`config.mk`:
```
export PLATFORM = sky130hd
export DESIGN_NAME = mem_responder
export DESIGN_NICKNAME = d
export VERILOG_FILES = /design/src/rtl/mem_responder.sv
export SDC_FILE = /design/constraint.sdc
export NUM_CORES = 1
export LEC_CHECK = 0
export ABC_AREA = 1
export BUFFER_PORTS_ARGS = -buffer_cell sky130_fd_sc_hd__buf_4
export CAP_MARGIN = 20
export CELL_PAD_IN_SITES_DETAIL_PLACEMENT = 0
export CELL_PAD_IN_SITES_GLOBAL_PLACEMENT = 2
export CORE_UTILIZATION = 27
export CTS_CLUSTER_DIAMETER = 40
export DETAILED_ROUTE_END_ITERATION = 10
export PLACE_DENSITY_LB_ADDON = 0.1
export SLEW_MARGIN = 20
export SYNTH_ARGS = -nofsm -noshare
export SYNTH_HDL_FRONTEND = slang
export SYNTH_SLANG_ARGS = --single-unit
```
`constraint.sdc`:
```
create_clock -name clk -period 1.6 [get_ports clk]
set_input_delay 0.08 -clock clk [delete_from_list [all_inputs] [get_ports clk]]
set_output_delay 0.08 -clock clk [all_outputs]
set_load 0.05 [all_outputs]
```
`src/rtl/mem_responder.sv`:
```
// mem_responder
// Memory-side responder for the Mic-1 datapath. It turns the WRITE/READ/FETCH
// strobes from the register file into cycles on a single-port synchronous RAM.
// Read words come back to MDR and fetched opcode bytes come back to MBR, each
// with a one-cycle valid pulse. A READ and a FETCH raised together share the one
// RAM port: the READ goes first and the FETCH is parked for one cycle.
module mem_responder #(
  parameter int NBITS = 32,
  parameter int WORD  = 32,
  parameter int MEM   = 3
) (
  input  logic             clk,
  input  logic             reset,
  input  logic [MEM-1:0]   mem_control,
  input  logic [NBITS-1:0] mar,
  input  logic [WORD-1:0]  mdr_in,
  input  logic [NBITS-1:0] pc,
  output logic [WORD-1:0]  mdr_out,
  output logic             mdr_valid,
  output logic [7:0]       mbr_out,
  output logic             mbr_valid,
  output logic             busy,
  output logic             err,
  output logic [NBITS-1:0] ram_addr,
  output logic [WORD-1:0]  ram_data,
  output logic             ram_we,
  input  logic [WORD-1:0]  ram_q
);

  // Kind of access travelling down the response pipeline with each RAM cycle.
  typedef enum logic [1:0] {
    TAG_NONE = 2'd0,
    TAG_WR   = 2'd1,
    TAG_RD   = 2'd2,
    TAG_FE   = 2'd3
  } tag_e;

  // ST_DEFER means a FETCH is parked in the slot and owns the next RAM cycle.
  typedef enum logic {
    ST_IDLE  = 1'b0,
    ST_DEFER = 1'b1
  } state_e;

  logic wr_req;
  logic rd_req;
  logic fe_req;
  logic any_req;

  state_e           state_q,    state_d;
  logic [NBITS-1:0] slot_pc_q,  slot_pc_d;
  logic [NBITS-1:0] ram_addr_q, ram_addr_d;
  logic [WORD-1:0]  ram_data_q, ram_data_d;
  logic             ram_we_q,   ram_we_d;
  tag_e             tag1_q,     tag1_d;
  tag_e             tag2_q,     tag2_d;
  logic [1:0]       lane1_q,    lane1_d;
  logic [1:0]       lane2_q,    lane2_d;
  logic [WORD-1:0]  mdr_out_q,  mdr_out_d;
  logic             mdr_valid_q, mdr_valid_d;
  logic [7:0]       mbr_out_q,  mbr_out_d;
  logic             mbr_valid_q, mbr_valid_d;
  logic             busy_q,     busy_d;
  logic             err_q,      err_d;
  logic [7:0]       fetch_byte;

  assign wr_req  = mem_control[2];
  assign rd_req  = mem_control[1];
  assign fe_req  = mem_control[0];
  assign any_req = |mem_control;

  // Select the addressed byte of the returning RAM word, lane 0 being bits 7:0.
  always_comb begin
    fetch_byte = ram_q[7:0];
    case (lane2_q)
      2'd0:    fetch_byte = ram_q[7:0];
      2'd1:    fetch_byte = ram_q[15:8];
      2'd2:    fetch_byte = ram_q[23:16];
      default: fetch_byte = ram_q[31:24];
    endcase
  end

  // Issue stage: decide what the RAM port does next and whether a FETCH must be parked.
  always_comb begin
    state_d    = state_q;
    slot_pc_d  = slot_pc_q;
    ram_addr_d = ram_addr_q;
    ram_data_d = ram_data_q;
    ram_we_d   = 1'b0;
    tag1_d     = TAG_NONE;
    lane1_d    = 2'd0;
    busy_d     = 1'b0;
    err_d      = 1'b0;
    case (state_q)
      ST_DEFER: begin
        // The parked FETCH takes this cycle; anything requested meanwhile is lost.
        ram_addr_d = slot_pc_q >> 2;
        tag1_d     = TAG_FE;
        lane1_d    = slot_pc_q[1:0];
        err_d      = any_req;
        state_d    = ST_IDLE;
      end
      default: begin
        if (wr_req) begin
          // A WRITE wins the port; a READ alongside it is illegal, and a lone
          // FETCH alongside it has nowhere to go.
          ram_addr_d = mar;
          ram_data_d = mdr_in;
          ram_we_d   = 1'b1;
          tag1_d     = TAG_WR;
          err_d      = rd_req | fe_req;
        end else if (rd_req) begin
          ram_addr_d = mar;
          tag1_d     = TAG_RD;
        end else if (fe_req) begin
          ram_addr_d = pc >> 2;
          tag1_d     = TAG_FE;
          lane1_d    = pc[1:0];
        end
        if (rd_req && fe_req) begin
          slot_pc_d = pc;
          state_d   = ST_DEFER;
          busy_d    = 1'b1;
        end
      end
    endcase
  end

  // Response stage: advance the tags and capture RAM data once a tag reaches stage 2.
  always_comb begin
    tag2_d      = tag1_q;
    lane2_d     = lane1_q;
    mdr_out_d   = mdr_out_q;
    mdr_valid_d = 1'b0;
    mbr_out_d   = mbr_out_q;
    mbr_valid_d = 1'b0;
    if (tag2_q == TAG_RD) begin
      mdr_out_d   = ram_q;
      mdr_valid_d = 1'b1;
    end
    if (tag2_q == TAG_FE) begin
      mbr_out_d   = fetch_byte;
      mbr_valid_d = 1'b1;
    end
  end

  // All state; reset empties the slot and clears the tags so in-flight accesses vanish.
  always_ff @(posedge clk or negedge reset) begin
    if (!reset) begin
      state_q     <= ST_IDLE;
      slot_pc_q   <= '0;
      ram_addr_q  <= '0;
      ram_data_q  <= '0;
      ram_we_q    <= 1'b0;
      tag1_q      <= TAG_NONE;
      tag2_q      <= TAG_NONE;
      lane1_q     <= 2'd0;
      lane2_q     <= 2'd0;
      mdr_out_q   <= '0;
      mdr_valid_q <= 1'b0;
      mbr_out_q   <= '0;
      mbr_valid_q <= 1'b0;
      busy_q      <= 1'b0;
      err_q       <= 1'b0;
    end else begin
      state_q     <= state_d;
      slot_pc_q   <= slot_pc_d;
      ram_addr_q  <= ram_addr_d;
      ram_data_q  <= ram_data_d;
      ram_we_q    <= ram_we_d;
      tag1_q      <= tag1_d;
      tag2_q      <= tag2_d;
      lane1_q     <= lane1_d;
      lane2_q     <= lane2_d;
      mdr_out_q   <= mdr_out_d;
      mdr_valid_q <= mdr_valid_d;
      mbr_out_q   <= mbr_out_d;
      mbr_valid_q <= mbr_valid_d;
      busy_q      <= busy_d;
      err_q       <= err_d;
    end
  end

  assign ram_addr  = ram_addr_q;
  assign ram_data  = ram_data_q;
  assign ram_we    = ram_we_q;
  assign mdr_out   = mdr_out_q;
  assign mdr_valid = mdr_valid_q;
  assign mbr_out   = mbr_out_q;
  assign mbr_valid = mbr_valid_q;
  assign busy      = busy_q;
  assign err       = err_q;

endmodule

```
==> results of run 1 <==
[through the flow]
| stage | cell area (µm²) | std cells |
|---|---|---|
| after global routing | 10700 | 1533 |
| after CTS | 10700 | 1533 |
| after global placement | 8770 | 1369 |
| after floorplan | 6450 | 824 |
| after detailed placement | 8770 | 1369 |
| final | 10700 | 1533 |
[registers in the layout, summed over array words and instances, names as in the netlist]
signal	cells
mdr_out	32
ram_addr	32
ram_data	32
slot_pc_q	32
mbr_out	8
lane1_q	2
lane2_q	2
tag1_q	2
tag2_q	2
busy	1
err	1
mbr_valid	1
mdr_valid	1
ram_we	1
[worst max-delay path: stages]
cell           delay (ps)
dlygate4sd3_1         560
buf_4                 170
nor2_4                210
nand2_1               130
nor2_4                100
buf_4                 270
nand2_1                90
nand2_1                70
[layout by cell type, fill, tap and decap left out, types with 2 or more instances in the layout]
cell type      synthesis  final
inv_1                 18     18
o21ai_0               21     21
clkinv_4               0      2
clkinvlp_4             0      4
inv_2                  3      3
nand2_1              464    464
a21oi_1               39     39
nand3_1               49     49
dfrtp_1              149    149
nor2_1                33     31
buf_12                 0      6
clkbuf_16              0     17
nor2_4                 0      3
inv_6                  0      3
bufinv_16              0      4
buf_4                  1    263
dlygate4sd3_1          0    132
[report_power, final]
part | total (mW) | leakage (nW) | internal [mW] | switching [mW]
Clock | 4.38 | 0.300 | 2.67 | 1.71
Combinational | 3.95 | 3.57 | 1.36 | 2.58
Sequential | 4.64 | 1.82 | 4.33 | 0.314
Total | 13.0 | 5.69 | 8.36 | 4.61
[cell type report]
| class | count | area [µm²] | area share (%) |
|---|---|---|---|
| clock buffers | 18 | 439 | 4.09 |
| well taps | 319 | 399 | 3.72 |
| multi-input cells | 610 | 2460 | 22.9 |
| repair buffers | 402 | 3430 | 31.9 |
| clock inverters | 14 | 199 | 1.85 |
| flip-flops and latches | 149 | 3730 | 34.7 |
| inverters | 21 | 78.8 | 0.735 |
[final timing paths]
| check | start | end | slack, ps |
|---|---|---|---|
| max in group asynchronous | reset | ram_addr[27] | 1010 |
| min in group asynchronous | reset | mdr_out[4] | 60 |
| hold / removal | mem_control[1] | tag1_q[1] | 30 |
| setup / recovery | mem_control[0] | ram_addr[8] | 270 |
| setup reg to reg | busy | ram_data[23] | 300 |
| hold reg to reg | lane1_q[1] | lane2_q[1] | 350 |
[logic make-up (layout without fill, tap and decap cells)]
kind of cell / Yosys count / count (layout)
compound gates: 60 / 60
buf+inv: 65 / 455
flops: 149 / 149
simple gates: 550 / 550
[routing by layer]
metal	global-route usage, %	part of all wire (%)	up-vias
met5	0	0	-
met1	23.7	46	3050
met4	4.86	0.78	0
li1	-	-	3304
met3	4.29	5.4	13
met2	30.4	48	183
==> impl_metrics.env, run 1 <==
export IMPL_relSlewSlack_pct=69.8
export IMPL_synth_area_leaders="dfrtp_1 (58%), nand2_1 (27%), nand3_1 (3.8%)"
export IMPL_core_area_mm2=0.0235
export IMPL_hold_buffers=132
export IMPL_total_power_mw=13.0
export IMPL_ys_warn_count=0
export IMPL_maxCapViolCount=0
export IMPL_grt_usage_pct=18.3
export IMPL_core_rowCount=56
export IMPL_setup_ws_ps=267
export IMPL_hpwl_mm=14.5
export IMPL_synth_cell_types=15
export IMPL_worst_slew_pin_slew_ps=452
export IMPL_synth_top_area_share_pct=57.8
export IMPL_cts_setup_buffers=0
export IMPL_ir_drop_uv=473
export IMPL_hold_slack_ps=28.9
export IMPL_diodes=0
export IMPL_fin_setup_tns_ps=0
export IMPL_die_h_um=157
export IMPL_synth_compound_area_share_pct=4.66
export IMPL_p_leak_nw=5.69
export IMPL_rsz0062_at_grt="false"
export IMPL_pre_cts_slack_ps=275
export IMPL_dr_pass1_iters=4
export IMPL_min_period_over_period_pct=83.3
export IMPL_power_density_mw_per_mm2=1210
export IMPL_wire_per_inst_um=14.2
export IMPL_rr_worst_depth=6
export IMPL_htreeDepth=4
export IMPL_synth_xor_area_share_pct=0
export IMPL_wl_mm=21.7
export IMPL_portBuffers=241
export IMPL_globalplace_congestion=0.739
export IMPL_skew_ps=12.8
export IMPL_hold_depth=3
export IMPL_synth_top_cell_by_area="dfrtp_1"
export IMPL_drtIter0Drc=306
export IMPL_syn_num_nets=957
export IMPL_synth_area_mm2=0.00645
export IMPL_clock_sinks=149
export IMPL_slew_violations=0
export IMPL_period_needed_ps=1330
export IMPL_clockRootBuffer="clkbuf_16"
export IMPL_crit_path_end_kind="flip-flop"
export IMPL_muxShareOfSynthArea_pct=0
export IMPL_synth_simple_gate_area_share_pct=33.2
export IMPL_ys_flop_type="dfrtp_1"
export IMPL_start_util_pct=27.5
export IMPL_critPathLaunchType="input pin"
export IMPL_status="finished clean"
export IMPL_vias=6550
export IMPL_grt_ovfl_total=0
export IMPL_synth_edf_count=0
export IMPL_pin_count=242
export IMPL_cp_max_fo=17
export IMPL_grt_pass1_wl_mm=34.5
export IMPL_drc=0
export IMPL_synth_top_family_by_area="simple AND/OR/NAND/NOR gates"
export IMPL_async_flop_share_pct=100
export IMPL_area_growth_pct=66.5
export IMPL_clock_path_buffers=2
export IMPL_viasPerCell=4.27
export IMPL_nets=1334
export IMPL_clkTransAtPathRegs_ps=60
export IMPL_netlist_instances=824
export IMPL_antenna_found_initial=0
export IMPL_die_w_um=157
export IMPL_crit_arrival_ps=1690
export IMPL_fill_cells=2362
export IMPL_yosys_top_cells_count="nand2_1 (464), dfrtp_1 (149), nand3_1 (49)"
export IMPL_cts_tree="built"
export IMPL_synth_fa_ha_area_share_pct=0
export IMPL_fp_dieArea_mm2=0.0245
export IMPL_cts_resized=0
export IMPL_ant_nets=0
export IMPL_crit_required_ps=1960
export IMPL_cts_buffers=17
export IMPL_ys_seq_elements=149
export IMPL_hold_class="input pin to flip-flop"
export IMPL_path_class="input pin to flip-flop"
export IMPL_grt_pass1_vias=6522
export IMPL_layout_drive_gt1_share_pct=25.5
export IMPL_grt_start_max_net_pins=50
export IMPL_setup_viol=0
export IMPL_finalHoldViolations=0
export IMPL_clk_latency_ps=420
export IMPL_avgSynthCellArea_um2=7.82
export IMPL_final_util_pct=45.7
export IMPL_synthMostInstantiatedCell="nand2_1"
export IMPL_ys_seq_area_share_pct=57.8
export IMPL_max_freq_ghz=0.750
Note: power is estimated with default switching activity, not from simulation.
==> run 2: changes to the inputs <==
- clock period: 1.6 -> 1.4 ns (I/O delays scaled with it)
==> impl_metrics.env, run 2 (synthesis results as in run 1) <==
export IMPL_status="finished clean"
export IMPL_vias=6575
export IMPL_dr_pass1_iters=7
export IMPL_ir_drop_uv=585
export IMPL_total_power_mw=14.4
export IMPL_start_util_pct=27.5
export IMPL_setup_ws_ps=132
export IMPL_core_rowCount=56
export IMPL_clk_latency_ps=420
export IMPL_area_growth_pct=66.9
export IMPL_rsz0062_at_grt="false"
export IMPL_worst_slew_pin_slew_ps=506
export IMPL_path_class="flip-flop to flip-flop"
export IMPL_grt_pass1_wl_mm=35.4
export IMPL_critPathLaunchType="flip-flop"
export IMPL_drc=0
export IMPL_grt_pass1_vias=6682
export IMPL_hold_slack_ps=60.8
export IMPL_htreeDepth=4
export IMPL_cp_max_fo=8
export IMPL_rr_worst_depth=5
export IMPL_core_area_mm2=0.0235
export IMPL_maxCapViolCount=0
export IMPL_skew_ps=10.2
export IMPL_p_leak_nw=5.71
export IMPL_power_density_mw_per_mm2=1340
export IMPL_slew_violations=0
export IMPL_setup_viol=0
export IMPL_fin_setup_tns_ps=0
export IMPL_crit_required_ps=1750
export IMPL_clkTransAtPathRegs_ps=60
export IMPL_ant_nets=0
export IMPL_finalHoldViolations=0
export IMPL_final_common_cell="nand2_1"
export IMPL_period_needed_ps=1270
export IMPL_antenna_found_initial=0
export IMPL_cts_tree="built"
export IMPL_layout_drive_gt1_share_pct=25.8
export IMPL_die_h_um=157
export IMPL_fill_cells=2414
export IMPL_grt_ovfl_total=0
export IMPL_grt_start_max_net_pins=46
export IMPL_clock_path_buffers=2
export IMPL_final_cell_mix="nand2_1 (464), buf_4 (268), dfrtp_1 (148)"
export IMPL_clockRootBuffer="clkbuf_16"
export IMPL_relSlewSlack_pct=66.1
export IMPL_die_w_um=157
export IMPL_diodes=0
export IMPL_pre_cts_slack_ps=86.7
export IMPL_wire_per_inst_um=14.4
export IMPL_pin_count=242
export IMPL_grt_usage_pct=18.7
export IMPL_fp_dieArea_mm2=0.0245
export IMPL_viasPerCell=4.27
export IMPL_clock_sinks=149
export IMPL_cts_buffers=17
export IMPL_hold_class="input pin to async pin"
export IMPL_crit_arrival_ps=1620
export IMPL_crit_path_end_kind="flip-flop"
export IMPL_hpwl_mm=15.2
export IMPL_min_period_over_period_pct=90.6
export IMPL_nets=1341
export IMPL_globalplace_congestion=0.717
export IMPL_portBuffers=241
export IMPL_max_freq_ghz=0.788
export IMPL_wl_mm=22.1
export IMPL_drtIter0Drc=333
[run 2: cell type report]
| cell class | count | area, µm² | area share (%) |
|---|---|---|---|
| clock buffers | 20 | 447 | 4.15 |
| clock inverters | 11 | 126 | 1.17 |
| inverters | 21 | 78.8 | 0.733 |
| multi-input cells | 610 | 2470 | 23.0 |
| flip-flops and latches | 149 | 3730 | 34.7 |
| well taps | 319 | 399 | 3.71 |
| repair buffers | 409 | 3500 | 32.6 |
[run 2: where the power goes]
part	total [mW]	internal, mW	switching (mW)	leakage, nW
logic	4.55	1.58	2.97	3.62
registers	5.31	4.95	0.358	1.82
clock network	4.54	2.67	1.87	0.269
total	14.4	9.21	5.19	5.71
[run 2: final timing paths]
| path | startpoint | to | slack (ps) |
|---|---|---|---|
| max | lane2_q[1] | mbr_out[0] | 130 |
| min | reset | mdr_out[4] | 60 |
| max reg2reg | lane2_q[1] | mbr_out[0] | 130 |
| min reg2reg | tag1_q[1] | tag2_q[1] | 350 |
| max in group asynchronous | reset | busy | 760 |
| min in group clk | mem_control[1] | slot_pc_q[25] | 100 |
[run 2: critical path, stage by stage (launching register included)]
cell,delay [ps]
dfrtp_1,450
nor2_1,440
nand2_1,110
nand3_1,110
nand2_1,50
nand2_1,50
[run 2: routing by layer]
layer  track usage, %  share of wire [%]  vias up
met5                0                  0        -
met4             3.97               0.71        0
met3             3.77                4.6       13
met2             32.2                 48      180
met1             24.0                 46     3061
li1                 -                  -     3321
[run 2: per-stage QoR]
stage,utilization (%),std cells,cell area (µm²)
3_5_place_dp,37.7,1374,8840
3_3_place_gp,37.7,1374,8840
2_1_floorplan,-,824,6450
5_1_grt,45.8,1539,10800
6_report,45.8,1539,10800
4_1_cts,45.7,1537,10700
[run 2: what timing repair did]
item                                    CTS  global route
endpoints found under the setup margin    0            29
gates resized for setup                   0             1
buffers inserted                          0             2
hold buffers                            132             0
hold endpoints to repair                288             0
==> run 3: changes to the inputs <==
- CORE_ASPECT_RATIO: unset -> 1.1
==> impl_metrics.env, run 3 (synthesis results as in run 1) <==
export IMPL_status="finished clean"
export IMPL_dr_pass1_iters=4
export IMPL_vias=6548
export IMPL_maxCapViolCount=0
export IMPL_grt_pass1_wl_mm=34.6
export IMPL_grt_usage_pct=18.4
export IMPL_globalplace_congestion=0.743
export IMPL_final_cells=1516
export IMPL_drc=0
export IMPL_cts_buffers=17
export IMPL_skew_ps=11.4
export IMPL_relSlewSlack_pct=75.1
export IMPL_total_power_mw=14.8
export IMPL_power_share_clock_pct=33.3
export IMPL_antenna_found_initial=0
export IMPL_crit_required_ps=1750
export IMPL_final_common_cell="nand2_1"
export IMPL_core_area_mm2=0.0231
export IMPL_met2_usage_pct=30.7
export IMPL_pwr_share_seq_pct=35.9
export IMPL_cts_setup_buffers=0
export IMPL_ir_drop_uv=707
export IMPL_grt_pass1_vias=6367
export IMPL_path_class="flip-flop to flip-flop"
export IMPL_reg2reg_to="ram_addr[22]"
export IMPL_clockRootBuffer="clkbuf_16"
export IMPL_cp_max_fo=45
export IMPL_slew_violations=0
export IMPL_clock_path_buffers=2
export IMPL_ant_nets=0
export IMPL_grt_ovfl_total=0
export IMPL_share_comb_of_total_power_pct=30.7
export IMPL_finalHoldViolations=0
export IMPL_rr_worst_depth=6
export IMPL_gr_max_usage_layer="met2"
export IMPL_r2r_slack_ps=140
export IMPL_nets=1336
export IMPL_cts_tree="built"
export IMPL_wire_per_inst_um=14.7
export IMPL_p_int_mw=9.52
export IMPL_core_rowCount=58
export IMPL_grt_start_max_net_pins=46
export IMPL_clkTransAtPathRegs_ps=70
export IMPL_layout_drive_gt1_share_pct=25.8
export IMPL_area_growth_pct=67.6
export IMPL_portBuffers=241
export IMPL_fin_setup_tns_ps=0
export IMPL_use_met3_pct=3.42
export IMPL_htreeDepth=4
export IMPL_reg2reg_from="busy"
export IMPL_switching_share_pct=35.7
export IMPL_p_leak_nw=5.72
export IMPL_power_density_mw_per_mm2=1370
export IMPL_clock_sinks=149
export IMPL_wl_mm=22.3
export IMPL_crit_arrival_ps=1610
export IMPL_final_area_mm2=0.0108
export IMPL_diodes=0
export IMPL_grtUsageMet1_pct=24.1
export IMPL_setup_viol=0
export IMPL_startpoint="busy"
export IMPL_worst_slew_pin_slew_ps=373
export IMPL_rsz0062_at_grt="false"
export IMPL_critPathLaunchType="flip-flop"
export IMPL_post_dp_cell_area_mm2=0.00884
export IMPL_final_cell_mix="nand2_1 (464), buf_4 (259), dfrtp_1 (148)"
export IMPL_period_needed_ps=1260
export IMPL_drtIter0Drc=210
export IMPL_crit_path_end_kind="flip-flop"
export IMPL_min_period_over_period_pct=89.7
export IMPL_hpwl_mm=14.8
export IMPL_dp_cells=1352
export IMPL_hold_class="input pin to async pin"
export IMPL_final_util_pct=46.7
export IMPL_clk_latency_ps=420
export IMPL_pin_count=242
export IMPL_viasPerCell=4.32
export IMPL_switching_power_mw=5.27
export IMPL_crit_end="ram_addr[22]"
export IMPL_fp_dieArea_mm2=0.0245
export IMPL_fill_cells=2363
export IMPL_die_w_um=149
export IMPL_max_freq_ghz=0.796
export IMPL_start_util_pct=27.8
export IMPL_die_h_um=164
run 3: cell types whose count changed in the layout (fill, tap and decap cells not counted):
cell	delta
buf_4	-9
buf_12	+4
clkbuf_1	-2
clkbuf_8	+2
clkinv_2	-2
bufinv_16	+1
clkinv_4	+1
inv_2	-1
inv_4	+1
inv_8	+1
nand3_2	+1
nand3_4	-1
nor2_1	-1
nor2_2	+1
run 3: area by class of cell:
class	instances	area [µm²]	area share, %
flip-flops and latches	149	3730	34.5
repair buffers	404	3520	32.6
inverters	21	81.3	0.753
clock buffers	20	467	4.32
well taps	300	375	3.47
multi-input cells	610	2470	22.8
clock inverters	12	166	1.54
run 3: power by group through the flow:
stage                     Combinational, mW  Clock [mW]  Sequential, mW
after floorplan                       0.898           0            7.06
after global placement                 4.29           0            5.38
after detailed placement               4.30           0            5.39
after CTS                              4.61        5.08            5.32
after global routing                   4.87        5.23            5.39
final                                  4.55        4.93            5.32
run 3: stage by stage:
step	worst slack, ps	hold WS, ps
6_report	144	78.7
5_1_grt	36.8	89.8
4_1_cts	85.1	79.3
3_5_place_dp	100	-33.3
3_3_place_gp	123	-37.1
2_1_floorplan	56.1	-226
run 3: timing repair:
| action | CTS | global route |
|---|---|---|
| gates resized for setup | 0 | 2 |
| endpoints found under the hold margin | 287 | 0 |
| endpoints found under the setup margin | 0 | 7 |
| hold buffers | 132 | 0 |
run 3: worst max-delay path, stage by stage (launching register included):
cell	delay [ps]
dfrtp_2	460
inv_4	120
buf_12	240
nor2_1	60
a21oi_1	160
nand2_1	80
nand2_1	50
run 3: layer usage:
metal	part of all wire (%)	wire, µm
met4	1.3	295
met1	46	10300
met3	4.8	1080
met2	48	10700
met5	0	0
run 3: worst min path at each step:
stage                       to  startpoint  slack, ps
global route        mdr_out[9]       reset         90
finish              mdr_out[9]       reset         80
global placement    mdr_out[9]       reset        -40
detailed placement  mdr_out[9]       reset        -30
CTS                 mdr_out[9]       reset         80
floorplan                 busy       reset       -230
